<file path="src/rtl/wheel_encoder_reader.sv">
// Quadrature decoder for one drive wheel: synchronizes the A/B channels, tracks signed
// position, and reports signed speed once per PWM-aligned window.
module wheel_encoder_reader #(
    parameter int CNT_W   = 16,
    parameter int SPEED_W = 8,
    parameter int WINDOW  = 101
) (
    input  logic               clk,
    input  logic               rst,
    input  logic               enc_a,
    input  logic               enc_b,
    input  logic               clear,
    input  logic               err_clr,
    output logic [CNT_W-1:0]   position,
    output logic [SPEED_W-1:0] speed,
    output logic               speed_valid,
    output logic               dir,
    output logic               err
);

    localparam int                 WIN_W    = $clog2(WINDOW);
    localparam logic [WIN_W-1:0]   WIN_LAST = WIN_W'(WINDOW - 1);
    localparam logic [SPEED_W-1:0] SAT_MAX  = {1'b0, {(SPEED_W-1){1'b1}}};
    localparam logic [SPEED_W-1:0] SAT_MIN  = {1'b1, {(SPEED_W-1){1'b0}}};

    typedef enum logic [1:0] {
        PRIME_0,
        PRIME_1,
        PRIME_DONE
    } prime_e;

    typedef enum logic [1:0] {
        STEP_NONE,
        STEP_FWD,
        STEP_REV,
        STEP_ILLEGAL
    } step_e;

    logic               a_s1_q, a_s2_q;
    logic               b_s1_q, b_s2_q;
    logic [1:0]         cur;
    logic [1:0]         prev_q, prev_d;
    prime_e             prime_q, prime_d;
    logic               primed;
    step_e              step;

    logic [CNT_W-1:0]   position_q, position_d;
    logic [SPEED_W-1:0] speed_q, speed_d;
    logic [SPEED_W-1:0] acc_q, acc_d, acc_sum;
    logic [WIN_W-1:0]   win_q, win_d;
    logic               speed_valid_q, speed_valid_d;
    logic               dir_q, dir_d;
    logic               err_q, err_d;

    function automatic logic [SPEED_W-1:0] sat_step(input logic [SPEED_W-1:0] a,
                                                   input step_e s);
        sat_step = a;
        if (s == STEP_FWD && a != SAT_MAX) begin
            sat_step = a + SPEED_W'(1);
        end else if (s == STEP_REV && a != SAT_MIN) begin
            sat_step = a - SPEED_W'(1);
        end
    endfunction

    assign cur    = {a_s2_q, b_s2_q};
    assign primed = (prime_q == PRIME_DONE);

    // NOTE: state registers use non-blocking assignments so every flop samples
    // the pre-edge value of its neighbours, which is what makes the synchronizer a chain.
    always_ff @(posedge clk or posedge rst) begin
        if (rst) begin
            a_s1_q        <= 1'b0;
            a_s2_q        <= 1'b0;
            b_s1_q        <= 1'b0;
            b_s2_q        <= 1'b0;
            prev_q        <= 2'b00;
            prime_q       <= PRIME_0;
            position_q    <= '0;
            speed_q       <= '0;
            acc_q         <= '0;
            win_q         <= '0;
            speed_valid_q <= 1'b0;
            dir_q         <= 1'b0;
            err_q         <= 1'b0;
        end else begin
            a_s1_q        <= enc_a;
            a_s2_q        <= a_s1_q;
            b_s1_q        <= enc_b;
            b_s2_q        <= b_s1_q;
            prev_q        <= prev_d;
            prime_q       <= prime_d;
            position_q    <= position_d;
            speed_q       <= speed_d;
            acc_q         <= acc_d;
            win_q         <= win_d;
            speed_valid_q <= speed_valid_d;
            dir_q         <= dir_d;
            err_q         <= err_d;
        end
    end

    // Priming loads prev with the value cur takes next, so decoding starts from a settled pair.
    always_comb begin
        prime_d = prime_q;
        prev_d  = primed ? cur : {a_s1_q, b_s1_q};
        case (prime_q)
            PRIME_0: prime_d = PRIME_1;
            PRIME_1: prime_d = PRIME_DONE;
            default: prime_d = PRIME_DONE;
        endcase
    end

    always_comb begin
        step = STEP_NONE;
        if (primed) begin
            case ({prev_q, cur})
                4'b00_01, 4'b01_11, 4'b11_10, 4'b10_00: step = STEP_FWD;
                4'b00_10, 4'b10_11, 4'b11_01, 4'b01_00: step = STEP_REV;
                4'b00_11, 4'b11_00, 4'b01_10, 4'b10_01: step = STEP_ILLEGAL;
                default:                                step = STEP_NONE;
            endcase
        end
    end

    // NOTE: every variable gets its hold value first so no path through this block infers a latch.
    always_comb begin
        position_d    = position_q;
        dir_d         = dir_q;
        err_d         = err_q;
        acc_d         = acc_q;
        win_d         = win_q;
        speed_d       = speed_q;
        speed_valid_d = 1'b0;
        acc_sum       = sat_step(acc_q, step);

        if (err_clr) begin
            err_d = 1'b0;
        end

        case (step)
            STEP_FWD: begin
                position_d = position_q + CNT_W'(1);
                dir_d      = 1'b1;
            end
            STEP_REV: begin
                position_d = position_q - CNT_W'(1);
                dir_d      = 1'b0;
            end
            STEP_ILLEGAL: err_d = 1'b1;
            default: ;
        endcase

        if (clear) begin
            position_d = '0;
        end

        // The step landing on the last window cycle is folded into the closing result.
        if (primed) begin
            if (win_q == WIN_LAST) begin
                speed_d       = acc_sum;
                speed_valid_d = 1'b1;
                acc_d         = '0;
                win_d         = '0;
            end else begin
                acc_d = acc_sum;
                win_d = win_q + WIN_W'(1);
            end
        end
    end

    assign position    = position_q;
    assign speed       = speed_q;
    assign speed_valid = speed_valid_q;
    assign dir         = dir_q;
    assign err         = err_q;

endmodule

</file>
<file path="config.mk">
export PLATFORM = sky130hd
export DESIGN_NAME = wheel_encoder_reader
export DESIGN_NICKNAME = d
export VERILOG_FILES = /design/src/rtl/wheel_encoder_reader.sv
export SDC_FILE = /design/constraint.sdc
export NUM_CORES = 1
export LEC_CHECK = 0
export ABC_AREA = 1
export CORE_MARGIN = 1.5
export CORE_UTILIZATION = 52
export CTS_BUF_LIST = sky130_fd_sc_hd__clkbuf_16
export DETAILED_ROUTE_END_ITERATION = 8
export PLACE_DENSITY = 0.77
export SETUP_SLACK_MARGIN = 0.5
export SLEW_MARGIN = 20
export SYNTH_ARGS = -nofsm -noshare
export SYNTH_HDL_FRONTEND = slang
export SYNTH_SLANG_ARGS = --single-unit
</file>
<file path="constraint.sdc">
create_clock -name clk -period 2.6 [get_ports clk]
set_input_delay 0.78 -clock clk [delete_from_list [all_inputs] [get_ports clk]]
set_output_delay 0.78 -clock clk [all_outputs]
set_load 0.05 [all_outputs]
</file>
# Word-level counts from Yosys, hierarchy flattened
# Memories as Yosys holds them, arrays and structs flattened.
# Cells that the tools add are included.
[totals]
memories = 1
register_bits = 50
out_inout_bits = 27
rom_bits = 32
inputBits = 6
elab_cells = 47
[op_classes]
n_eq_ne = 7
muxes = 14
n_addsub = 5
reduce_logical = 7
[memory_table]
columns = ["memory", "words", "width", "rd", "rd_clocked_by_memory_dff", "wr", "line_no", "source"]
rows = [
  ["(no name shown)", 16, 2, 1, 0, 0, "116", "case ({prev_q, cur})"],
]
[ops]
columns = ["op", "n"]
rows = [
  ["case mux 16 bit (2 select lines)", 1],
  ["two-way mux 8 bit", 3],
  ["adder 16 x 1 -> 16 bit (second input constant)", 1],
  ["two-way mux 16 bit", 1],
  ["subtractor 16 x 1 -> 16 bit (second input constant)", 1],
  ["adder 8 x 1 -> 8 bit (second input constant)", 1],
  ["!= test 8 x 7 -> 1 bit (second input constant)", 1],
  ["!= test 8 bit (second input constant)", 1],
  ["subtractor 8 x 1 -> 8 bit (second input constant)", 1],
  ["adder 7 x 1 -> 7 bit (second input constant)", 1],
  ["== test 7 bit (second input constant)", 1],
  ["two-way mux 7 bit", 1],
  ["== test 2 bit (second input constant)", 3],
  ["two-way mux 2 bit", 3],
  ["two-way mux 1 bit", 4],
  ["nonzero test 2 bit", 2],
  ["nonzero test 3 bit", 1],
  ["== test 2 x 1 -> 1 bit (second input constant)", 1],
  ["logical AND 1 bit", 2],
  ["zero test 2 bit", 1],
  ["case mux 1 bit (2 select lines)", 1],
  ["AND reduction 2 bit", 1],
]

# Depth between registers and ports, before layout
[depth]
depth_word = 7
ltp_mapped = 22

# Worst setup path after synthesis
# OpenSTA, ideal clock, no wires.
[synth_timing]
path_type = "reg2reg"
start = "reg prev_q[0]"
end = "reg position_q[10], in the netlist position[10]"
slack_ns = 0.151
arrival_time_ns = 2.331
stages_incl_launch_ff = 20
path_buffers = 2
cell_sequence = "dfrtp_1 inv_2 nand2_1 nand3_1 nand2_2 nor2_4 inv_1 ha_1 buf_6 buf_6 xnor2_1 inv_1 ha_1 o21bai_2 nand2_1 nand3_2 nand2_1 nand3_1 nand3_1 nand2_1"
[synth_via]
elab_chain_len = 5
elab_cells_between_ends = 7
classes_between = "2 x eq/ne; 3 x mux; 1 x reduce/logical; 1 x memory"
[synth_lines]
columns = ["item", "line_no", "source"]
rows = [
  ["from (decl)", "42", "logic [1:0] prev_q, prev_d;"],
  ["from (signal assigned)", "90", "prev_q <= prev_d;"],
  ["memory read (16 x 2 bit) *", "n/a", ""],
  ["two-way mux 2 bit *", "115", "if (primed) begin"],
  ["== test 2 bit / == test 2 x 1 -> 1 bit (equally long branches)", "140", "case (step)"],
  ["case mux 16 bit (2 select lines)", "140", ""],
  ["two-way mux 16 bit", "153", "if (clear) begin"],
  ["to (signal assigned)", "92", "position_q <= position_d;"],
  ["to (decl)", "47", "logic [CNT_W-1:0] position_q, position_d;"],
]
# Mark *: on every way between the ends. The rest lies on a longest branch, timed or not.
# A chain may end at the register's enable or synchronous reset.

# Final worst setup path
[layout_timing]
start = "reg prev_q[0]"
end = "reg position_q[12], in the netlist position[12]"
# The elaborated chain is that of the path after synthesis.

==> metrics.md <==
| Metric | Value |
|---|---|
| Post-layout min period | `2.56 ns` |
| Final hold violation count | `0` |
| CTS Buffer Depth | `2` |
| Mapped Avg Cell Area | `6.99 um2` |
| Synthesized flop and latch total | `50` |
| Clk sinks | `50` |
| # nets final | `556` |
| Area Growth Syn to Fin | `32.5%` |
| Initial drt markers | `282` |
| Largest net degree at the start of global routing | `34` |
| Worst Skew | `0.00685 ns` |
| Synth warn | `0` |
| Post-CTS Hold Fix Bufs | `0` |
| Die width | `83.3 um` |
| Commonest non-fill, non-tap cell in the layout | `nand2_1` |
| Most common cell type on the critical path | `nand2_1` |
| Max Freq | `390 MHz` |
| Outcome | `completed` |
| Drc violations | `0` |
| Relative slew slack | `0.626` |
| R2R setup slack | `0.04 ns` |
| Rows | `29` |
| GRT Util Overall | `0.241` |
| Vias in the first global route | `3,024` |
| Number of CTS-inserted buffers | `5` |
| Critical path cell sequence | `inv_2 -> nand2_4 -> nand3_4 -> nand2_4 -> nor2_4 -> ha_4 -> buf_8 -> nor2_1 -> nor2_2 -> inv_2 -> nor2_4 -> inv_2 -> nor4_2 -> nand2_1 -> nand2_1 -> nand2_1 -> nand3_1 -> nand2_1` |
| TNS Setup | `0 ns` |
| Unique masters post-synth | `35` |
| TritonCTS clock tree | `done` |
| Routability cong. | `0.950` |
| H-tree Lvls | `2` |
| Die area | `0.00695 mm2` |
| Root Buffer | `clkbuf_16` |
| Inserted Diodes | `0` |
| Clock Latency Late Sink | `0.30 ns` |
| Area leader, netlist | `dfrtp_1` |
| Startpoint type of the worst setup path | `flip-flop` |
| DRT Pass-1 Iters | `5` |
| Worst Hold Class | `reg -> reg` |
| Area contributors post-synth | `dfrtp_1, nand2_1, inv_1` |
| Crit. Startpoint | `prev_q[0]` |
| Reg2reg start | `prev_q[0]` |
| Asr flop ratio synth | `1.00` |
| Unrepaired setup endpoints after global routing | `true` |
| Period utilization | `0.985` |
| Post-Syn Instances | `480` |
| Total routed wirelength | `8840 um` |
| Post-Synthesis Net Count | `496` |
| Fraction of layout cells with a size suffix above 1 | `0.268` |
| Vias per inst | `5.38` |
| Max cap viols | `0` |
| IO buf count | `32` |
| Seq/Total Area, Yosys | `0.373` |
| Final worst slack | `0.0379 ns` |
| First-pass GRT wire length | `13,700 um` |
| IO Pins | `33` |
| LEAKAGE | `2.40 nW` |
| Crit path largest cell delay | `0.42 ns` |
| EDFF count, synth | `0` |
| Critical path peak fanout | `8` |
| Hold Crit Start | `a_s1_q` |
| CP Data Required Time | `2.79 ns` |
| Syn Std Cell Area | `0.00336 mm2` |
| Actual slew at the worst max-slew pin | `0.559 ns` |
| Core ar. | `0.00628 mm2` |
| Vias | `3,326` |
| Power Dens Cells | `775 mW/mm2` |
| Arr. time, crit path | `2.75 ns` |
| Slew Viols, Final | `0` |
| Most frequent cells in the layout | `nand2_1, inv_1, dfrtp_1, nor2_1, nand3_1` |
| Final setup violation count | `0` |
| Worst VDD drop | `0.000471 V` |
| GRT overflow | `0` |
| CP max-delay cell | `dfrtp_1` |
| Initial core utilization | `0.535` |
| Post-DP HPWL | `5630 um` |
| Worst slack, placed | `-0.0105 ns` |
| Antenna violations before repair | `0` |
| Ys flop type | `dfrtp_1` |
| Die Ht | `83.3 um` |
| Worst Path Class, Setup | `reg -> reg` |
| Critical Path Sink Type | `flip-flop` |
| Hold_ws | `0.375 ns` |
| Clock-pin slew on the worst setup and hold paths | `0.07 ns` |
| WL per Instance | `14.3 um` |
| Top cell type's share of synthesized area | `0.373` |
| Final ANT Viol Nets | `0` |
per-stage QoR:
step	area, um2	total power [mW]	util	std cells
floorplan	3430	2.15	-	480
global placement	3870	2.50	0.617	591
detailed placement	3870	2.52	0.617	591
CTS	4170	3.27	0.665	609
global route	4450	3.65	0.708	618
finish	4450	3.45	0.708	618
timing repair:
| action | 4_1_cts | 5_1_grt |
|---|---|---|
| gates resized for setup | 58 | 55 |
| buffers inserted | 10 | 8 |
| pin swaps | 10 | 25 |
| endpoints found under the setup margin | 59 | 31 |
| hold endpoints to repair | 0 | 0 |
| cloned | 0 | 1 |
final cells by class:
cell class | instances | area [um2]
fill | 523 | 1830
tap | 77 | 96.3
timing repair buffer | 61 | 566
clock buffer | 5 | 125
inverter | 81 | 307
sequential | 50 | 1250
multi-input combinational | 341 | 2070
clock inverter | 3 | 28.8
report_power, final:
| group | switching (mW) | internal, mW | leakage [nW] |
|---|---|---|---|
| Clock | 0.321 | 0.368 | 0.0759 |
| Sequential | 0.177 | 0.917 | 0.616 |
| Combinational | 1.10 | 0.567 | 1.71 |
synthesized netlist by cell type (3+ instances only):
| library cell | instances |
|---|---|
| ha_1 | 10 |
| nor2_4 | 4 |
| nor2_1 | 43 |
| inv_2 | 10 |
| a21oi_1 | 15 |
| inv_1 | 71 |
| nand4_1 | 3 |
| nand3_1 | 38 |
| o22ai_1 | 6 |
| nand2_1 | 134 |
| nor3_1 | 7 |
| o21ai_0 | 36 |
| xor2_1 | 9 |
| nor2_2 | 10 |
| dfrtp_1 | 50 |
| buf_6 | 3 |
| nand2_2 | 7 |
worst max-delay path, delay by kind of cell, from the launching register on:
kind / cells / cell delay, ns
and+or+nand+nor: 13 / 1.34
DFF: 1 / 0.42
adders and majority gates: 1 / 0.26
buffers and inverters: 4 / 0.43
cells by family (layout without fill, tap and decap cells):
kind of cell	after synthesis	after routing	synth area share
AND/OR/NAND/NOR	257	257	0.344
flip-flops	50	50	0.373
buffers and inverters	89	150	0.111
AO/OA/AOI/OAI	61	61	0.0965
adder cells (fa/ha/maj)	10	10	0.0373
XOR/XNOR	13	13	0.0384
layer usage:
layer	track usage	vias up	wire (um)
met5	0	-	0
met4	0.0606	0	161
met3	0.0318	20	404
met2	0.411	101	4340
met1	0.326	1578	3940
li1	-	1627	-
state kept, by name, summed over array words and instances (netlist names):
signal / count
a_s1_q: 1
b_s1_q: 1
acc_q: 8
a_s2_q: 1
b_s2_q: 1
win_q: 7
speed_valid: 1
err: 1
prev_q: 2
speed: 8
prime_q: 2
position: 16
dir: 1
worst paths after layout:
kind                                end  cells past startpoint
setup / recovery           position[12]                     18
hold / removal                   a_s2_q                      0
setup reg to reg           position[12]                     18
hold reg to reg                  a_s2_q                      0
max in group asynchronous      acc_q[1]                      3
min in group asynchronous           err                      2
(Power assumes the default switching activity.)
